`src/rtl/prog_loader.sv`:
```
// -----------------------------------------------------------------------------
// prog_loader
//   Program-load sequencer between a UART byte receiver and the core's program
//   memory. Parses a frame of LEN[7:0], LEN[15:8] and LEN payload bytes, then
//   writes the payload to program memory from address 0 upward. The core is
//   held in reset until a load completes successfully.
//
//   Optional feature macro: PROG_LOADER_CHECKSUM_EN
//     When defined, a trailing CHK byte must equal the XOR of all payload bytes.
//
// Parameters
//   AW        program memory address width (DEPTH = 2**AW bytes)
//   TIMEOUT   max clk cycles allowed between bytes once a load has started
//
// Ports
//   clk        in   system clock
//   rst        in   asynchronous active-low reset
//   rx_data    in   [7:0]  received byte
//   rx_valid   in   one-cycle strobe qualifying rx_data
//   load_req   in   one-cycle strobe, aborts/restarts a load (wins over rx_valid)
//   mem_we     out  program memory write enable pulse
//   mem_addr   out  [AW-1:0] write address (holds between writes)
//   mem_wdata  out  [7:0]    write data
//   cpu_rst    out  active-high core reset, low only after a successful load
//   loading    out  high while a frame is being received after LEN[7:0]
//   done       out  load completed successfully
//   err        out  load failed (oversize, timeout or checksum)
// -----------------------------------------------------------------------------
module prog_loader #(
    parameter int AW      = 8,
    parameter int TIMEOUT = 1_000_000
) (
    input  logic          clk,
    input  logic          rst,
    input  logic [7:0]    rx_data,
    input  logic          rx_valid,
    input  logic          load_req,
    output logic          mem_we,
    output logic [AW-1:0] mem_addr,
    output logic [7:0]    mem_wdata,
    output logic          cpu_rst,
    output logic          loading,
    output logic          done,
    output logic          err
);

    localparam int          DEPTH    = 2 ** AW;
    localparam int          TW       = (TIMEOUT > 1) ? $clog2(TIMEOUT + 1) : 1;
    localparam logic [TW-1:0] TMO_LAST = TW'(TIMEOUT - 1);
    localparam logic [16:0] DEPTH_L  = 17'(DEPTH);

`ifdef PROG_LOADER_CHECKSUM_EN
    typedef enum logic [2:0] {
        S_LEN_LO = 3'd0,
        S_LEN_HI = 3'd1,
        S_DATA   = 3'd2,
        S_CHK    = 3'd3,
        S_DONE   = 3'd4,
        S_ERR    = 3'd5
    } state_t;
`else
    typedef enum logic [2:0] {
        S_LEN_LO = 3'd0,
        S_LEN_HI = 3'd1,
        S_DATA   = 3'd2,
        S_DONE   = 3'd4,
        S_ERR    = 3'd5
    } state_t;
`endif

    state_t          state_q, state_d;
    logic [15:0]     len_q, len_d;
    // One bit wider than a full memory so a DEPTH-byte payload reaches len
    // without wrapping before the compare.
    logic [16:0]     count_q, count_d;
    logic [TW-1:0]   tmo_q, tmo_d;
    logic            mem_we_q, mem_we_d;
    logic [AW-1:0]   mem_addr_q, mem_addr_d;
    logic [7:0]      mem_wdata_q, mem_wdata_d;
    logic            cpu_rst_q, cpu_rst_d;
    logic            loading_q, loading_d;
    logic            done_q, done_d;
    logic            err_q, err_d;
    logic [15:0]     len_full_s;
    logic [16:0]     count_inc_s;
    logic            timed_s;
    logic            tmo_hit_s;
`ifdef PROG_LOADER_CHECKSUM_EN
    logic [7:0]      xor_q, xor_d;
`endif

    assign len_full_s  = {rx_data, len_q[7:0]};
    assign count_inc_s = count_q + 17'd1;
`ifdef PROG_LOADER_CHECKSUM_EN
    assign timed_s     = (state_q == S_LEN_HI) || (state_q == S_DATA) || (state_q == S_CHK);
`else
    assign timed_s     = (state_q == S_LEN_HI) || (state_q == S_DATA);
`endif
    assign tmo_hit_s   = timed_s && !rx_valid && (tmo_q == TMO_LAST);

    // Next-state, datapath and registered-output computation.
    always_comb begin
        state_d     = state_q;
        len_d       = len_q;
        count_d     = count_q;
        tmo_d       = tmo_q;
        mem_we_d    = 1'b0;
        mem_addr_d  = mem_addr_q;
        mem_wdata_d = mem_wdata_q;
`ifdef PROG_LOADER_CHECKSUM_EN
        xor_d       = xor_q;
`endif
        if (load_req) begin
            // Restart wins over a coincident byte, which is dropped.
            state_d = S_LEN_LO;
            len_d   = 16'd0;
            count_d = 17'd0;
`ifdef PROG_LOADER_CHECKSUM_EN
            xor_d   = 8'd0;
`endif
        end else if (tmo_hit_s) begin
            state_d = S_ERR;
        end else begin
            case (state_q)
                S_LEN_LO: begin
                    if (rx_valid) begin
                        len_d   = {8'd0, rx_data};
                        state_d = S_LEN_HI;
                    end else begin
                        state_d = S_LEN_LO;
                    end
                end
                S_LEN_HI: begin
                    if (rx_valid) begin
                        len_d   = len_full_s;
                        count_d = 17'd0;
`ifdef PROG_LOADER_CHECKSUM_EN
                        xor_d   = 8'd0;
`endif
                        if (len_full_s == 16'd0) begin
`ifdef PROG_LOADER_CHECKSUM_EN
                            state_d = S_CHK;
`else
                            state_d = S_DONE;
`endif
                        end else if ({1'b0, len_full_s} > DEPTH_L) begin
                            state_d = S_ERR;
                        end else begin
                            state_d = S_DATA;
                        end
                    end else begin
                        state_d = S_LEN_HI;
                    end
                end
                S_DATA: begin
                    if (rx_valid) begin
                        mem_we_d    = 1'b1;
                        mem_addr_d  = count_q[AW-1:0];
                        mem_wdata_d = rx_data;
                        count_d     = count_inc_s;
`ifdef PROG_LOADER_CHECKSUM_EN
                        xor_d       = xor_q ^ rx_data;
`endif
                        if (count_inc_s == {1'b0, len_q}) begin
`ifdef PROG_LOADER_CHECKSUM_EN
                            state_d = S_CHK;
`else
                            state_d = S_DONE;
`endif
                        end else begin
                            state_d = S_DATA;
                        end
                    end else begin
                        state_d = S_DATA;
                    end
                end
`ifdef PROG_LOADER_CHECKSUM_EN
                S_CHK: begin
                    if (rx_valid) begin
                        if (rx_data == xor_q) begin
                            state_d = S_DONE;
                        end else begin
                            state_d = S_ERR;
                        end
                    end else begin
                        state_d = S_CHK;
                    end
                end
`endif
                S_DONE:  state_d = S_DONE;
                S_ERR:   state_d = S_ERR;
                default: state_d = S_ERR;
            endcase
        end

        // Timeout counter restarts on every byte, on every state change and
        // outside the timed states.
        if (load_req || rx_valid || !timed_s || (state_d != state_q)) begin
            tmo_d = '0;
        end else begin
            tmo_d = tmo_q + TW'(1);
        end

        // Status outputs are registered images of the next state.
        cpu_rst_d = (state_d != S_DONE);
        done_d    = (state_d == S_DONE);
        err_d     = (state_d == S_ERR);
`ifdef PROG_LOADER_CHECKSUM_EN
        loading_d = (state_d == S_LEN_HI) || (state_d == S_DATA) || (state_d == S_CHK);
`else
        loading_d = (state_d == S_LEN_HI) || (state_d == S_DATA);
`endif
    end

    // State, datapath and output registers.
    always_ff @(posedge clk or negedge rst) begin
        if (!rst) begin
            state_q     <= S_LEN_LO;
            len_q       <= 16'd0;
            count_q     <= 17'd0;
            tmo_q       <= '0;
            mem_we_q    <= 1'b0;
            mem_addr_q  <= '0;
            mem_wdata_q <= 8'd0;
            cpu_rst_q   <= 1'b1;
            loading_q   <= 1'b0;
            done_q      <= 1'b0;
            err_q       <= 1'b0;
`ifdef PROG_LOADER_CHECKSUM_EN
            xor_q       <= 8'd0;
`endif
        end else begin
            state_q     <= state_d;
            len_q       <= len_d;
            count_q     <= count_d;
            tmo_q       <= tmo_d;
            mem_we_q    <= mem_we_d;
            mem_addr_q  <= mem_addr_d;
            mem_wdata_q <= mem_wdata_d;
            cpu_rst_q   <= cpu_rst_d;
            loading_q   <= loading_d;
            done_q      <= done_d;
            err_q       <= err_d;
`ifdef PROG_LOADER_CHECKSUM_EN
            xor_q       <= xor_d;
`endif
        end
    end

    assign mem_we    = mem_we_q;
    assign mem_addr  = mem_addr_q;
    assign mem_wdata = mem_wdata_q;
    assign cpu_rst   = cpu_rst_q;
    assign loading   = loading_q;
    assign done      = done_q;
    assign err       = err_q;

endmodule

```
`config.mk`:
```
export PLATFORM = sky130hd
export DESIGN_NAME = prog_loader
export DESIGN_NICKNAME = d
export VERILOG_FILES = /design/src/rtl/prog_loader.sv
export SDC_FILE = /design/constraint.sdc
export NUM_CORES = 1
export LEC_CHECK = 0
export ABC_AREA = 1
export ABC_CLOCK_PERIOD_IN_PS = 5500
export CAP_MARGIN = 20
export CORE_UTILIZATION = 50
export CTS_CLUSTER_DIAMETER = 200
export CTS_CLUSTER_SIZE = 24
export DETAILED_ROUTE_END_ITERATION = 10
export MAX_ROUTING_LAYER = met4
export PLACE_DENSITY = 0.77
export SETUP_SLACK_MARGIN = 0.1
export SLEW_MARGIN = 20
export SYNTH_ARGS = -nofsm -noshare
export SYNTH_HDL_FRONTEND = slang
export SYNTH_SLANG_ARGS = --single-unit
```
`constraint.sdc`:
```
create_clock -name clk -period 5.5 [get_ports clk]
set_input_delay 0.55 -clock clk [delete_from_list [all_inputs] [get_ports clk]]
set_output_delay 0.55 -clock clk [all_outputs]
set_load 0.005 [all_outputs]
```
==> out/results.tsv <==
stage	metric	value	unit
outcome	run status	finished clean	
clocking	clk sink count	77	
drt	number of DRC markers in iteration 0	258	
drt	vias per inst	5.40	
power_and_ir_drop	net switching power figure	321	uW
synthesis	sequential share of the synthesized area	46.8	%
clocking	post-CTS sizing	0	
synthesis	Syn Area/Cell	7.74	sq um
grt	M3 GR Usage	4.43	%
die	Die H	92.7	um
worst_setup_path	CP top delay family	simple AND/OR/NAND/NOR gates	
worst_setup_path	crit end category	flop	
timing	final worst setup slack	2.71	ns
grt	GR Util met2	40.7	%
die	die width	92.7	um
timing	worst-margin pin slew	0.970	ns
placed_design	Placed Cells	657	
synthesis	Synthesized Nets	546	
timing	RSZ-0062 raised after global routing	false	
timing	endpoints failing hold	0	
die	I/O pin total	33	
clocking	# Post-CTS Setup Buffers	0	
layout	layout cells sized above 1	10.2	%
timing	Final Slew Violations	0	
synthesis	Cell variety after synth	33	
timing	final setup fails	0	
layout	fin nets	580	
worst_setup_path	reg-to-reg critical path startpoint	count_q[0]$_DFFE_PN0P_	
power_and_ir_drop	pwr dens	263	mW/mm^2
timing	clock skew	0.0122	ns
synthesis	top-count cell post-synth	nand2_1	
timing	setup TNS	0	ns
power_and_ir_drop	Switching Fraction	25.7	%
grt	total grt overflow	0	
drt	drt pass-1 iters	5	
clocking	number of CTS-inserted buffers	9	
synthesis	Synth top cells by count	nand2_1, dfrtp_1, inv_1, nand3_1, o21ai_0	
worst_setup_path	Worst Path Buf+Inv	0	
worst_setup_path	crit-path max cell delay	0.52	ns
worst_setup_path	CP Class	flop to flop	
layout	Layout area overhead	15.4	%
grt	global-route wire length before repair	16600	um
worst_setup_path	critical path launch point type	flop	
timing	Tcrit/Tclk final	50.8	%
power_and_ir_drop	Clock power frac	41.6	%
placed_design	Placed Area	0.00451	sq mm
synthesis	Synth area leaders	dfrtp_1, nand2_1, nand3_1	
die	core outline area	0.00785	sq mm
drt	via count	3637	
synthesis	Main synth FF type	dfrtp_1	
flow_run	max cap viols	0	
clocking	# hold bufs at CTS	0	
timing	max_slew headroom	35.3	%
power_and_ir_drop	sequential group share of total power	47.6	%
drt	final wirelength	9660	um
drt	DRT antenna net count	0	
synthesis	Warnings, synthesis	0	
drt	wire per inst	14.4	um
layout	fillers	698	
grt	met1 global-route usage	32.5	%
clocking	worst skew pair latency	0.35	ns
placed_design	dpl ws	2.48	ns
worst_setup_path	Arr. time, crit path	3.02	ns
synthesis	Post-Synth XOR/XNOR Area	3.95	%
die	FP Rows	32	
clocking	largest buffer count on any clock path	2	
grt	GRT Util Overall	25.6	%
clocking	Root Buffer	clkbuf_8	
placed_design	HPWL after DPL	6770	um
timing	hold_ws	0.330	ns
clocking	clock slew at reported path FFs	0.08	ns
timing	Tmin final	2.79	ns
clocking	CTS tree	built	
power_and_ir_drop	internal power	928	uW
synthesis	Post-Synthesis Cells	532	
synthesis	number of synthesized flops with an enable pin	0	
timing	maximum clock rate	0.358	GHz
worst_hold_path	HP Class	input port to asynchronous set/reset pin	
drt	Remaining DRCs	0	
worst_setup_path	most used cell, CP	nand2_2	
placed_design	GPL Wtd Cong	0.879	
placed_design	Port Buf Inserts	32	
grt	GR peak layer	met2	
worst_setup_path	crit path launch	count_q[0]$_DFFE_PN0P_	
synthesis	top-area cell type share of the netlist area	46.2	%
layout	ant diodes	0	
die	Initial Util	52.5	%
synthesis	Post-Syn Area	0.00412	sq mm
die	die area	0.00860	sq mm
worst_setup_path	critical path peak fanout	20	
clocking	H-tree Lvls	3	
power_and_ir_drop	combinational share of power	10.8	%
synthesis	simple-gate share of the synthesized area	33.3	%
grt	vias in the first global route	3539	
synthesis	post-synthesis adder-cell area fraction	0.608	%
worst_setup_path	slowest CP cell	dfrtp_1	
worst_setup_path	CP Data Required Time	5.72	ns
synthesis	area fraction in compound gates after synthesis	7.87	%
synthesis	post-synthesis sequential element count	77	
grt	antenna violations before repair	0	
synthesis	multiplexer area fraction after synthesis	0	%
power_and_ir_drop	maximum VDD drop	0.145	mV
layout	Non-Filler Instances	673	
worst_setup_path	crit-path cells	ha_1 -> nand2_2 -> nor2_4 -> nand2_2 -> nor2_1 -> nand2_1 -> nand2_1 -> nand2_1 -> nor2_1 -> nand2_1 -> nor2_2 -> nand3_1 -> nand2_2 -> nand2_2 -> nand2_2 -> nor2_2	
synthesis	leading area contributor after synthesis	dfrtp_1	
grt	largest net degree at the start of global routing	78	
power_and_ir_drop	Leak Pwr	0.00209	uW
synthesis	main combinational cell family by area after synthesis	simple AND/OR/NAND/NOR gates	
layout	fin area	0.00475	sq mm
synthesis	Synth async-reset ratio	100	%
state kept, by name, indices dropped and copies added (netlist names), 3 cells and up:
register	cells
len_q	16
mem_wdata	8
count_q	17
tmo_q	20
state_q	3
mem_addr	8
per-layer routing:
metal / up-vias / part of all wire (%)
met3: 17 / 4.8
met2: 114 / 49
met5: - / 0
met4: 0 / 2.2
met1: 1728 / 44
li1: 1778 / -
cell families after synthesis:
logic type      after synthesis
fa+ha+maj                     2
compound gates               60
xor+xnor                     17
buf+inv                      77
simple gates                299
flops                        77
final cells by class:
class                      instances  area [sq um]  area share, %
inverter                          68           255           5.37
clock buffer                      10           128           2.69
clock inverter                     6           111           2.34
tap                              102           128           2.69
sequential                        77          1930           40.6
timing repair buffer              32           318           6.69
multi-input combinational        378          1880           39.6
power groups by stage:
stage,combinational [uW],sequential [uW],clock [uW]
floorplan,83.7,604,0
global placement,132,604,0
detailed placement,133,606,0
CTS,135,594,526
global route,153,597,552
finish,135,594,520
cell usage in the layout, fill, tap and decap left out, types with 2 or more instances in the layout:
master	synthesis	routed
nand2_1	139	139
dfrtp_1	76	76
inv_1	66	65
nand3_1	54	54
o21ai_0	47	47
nor2_1	40	40
clkdlybuf4s50_1	0	31
nor2_2	26	26
nand4_1	17	17
xor2_1	10	10
nand2_2	9	9
clkbuf_8	0	9
xnor2_1	6	6
nor3_1	5	5
a21oi_1	4	4
nor2_4	3	3
a22o_1	3	3
bufinv_16	0	3
inv_2	1	2
o21ai_1	2	2
nand3b_1	2	2
ha_1	2	2
metrics by stage:
stage	power, uW	util, %
after detailed placement	739	57.5
final	1250	60.5
after global routing	1300	60.5
after floorplan	687	-
after global placement	736	57.5
after CTS	1250	60.5
path summary, 6_finish.rpt:
path / cells past startpoint / to / slack (ns)
setup / recovery: 16 / tmo_q[4]$_DFF_PN0_ / 2.71
hold / removal: 1 / mem_addr[3]$_DFFE_PN0P_ / 0.33
hold reg to reg: 2 / mem_addr[0]$_DFFE_PN0P_ / 0.48
setup reg to reg: 16 / tmo_q[4]$_DFF_PN0_ / 2.71
max in group asynchronous: 1 / count_q[14]$_DFFE_PN0P_ / 4.53
min in group clk: 2 / mem_addr[0]$_DFFE_PN0P_ / 0.48
No activity file was read; power rests on OpenSTA's default activity.
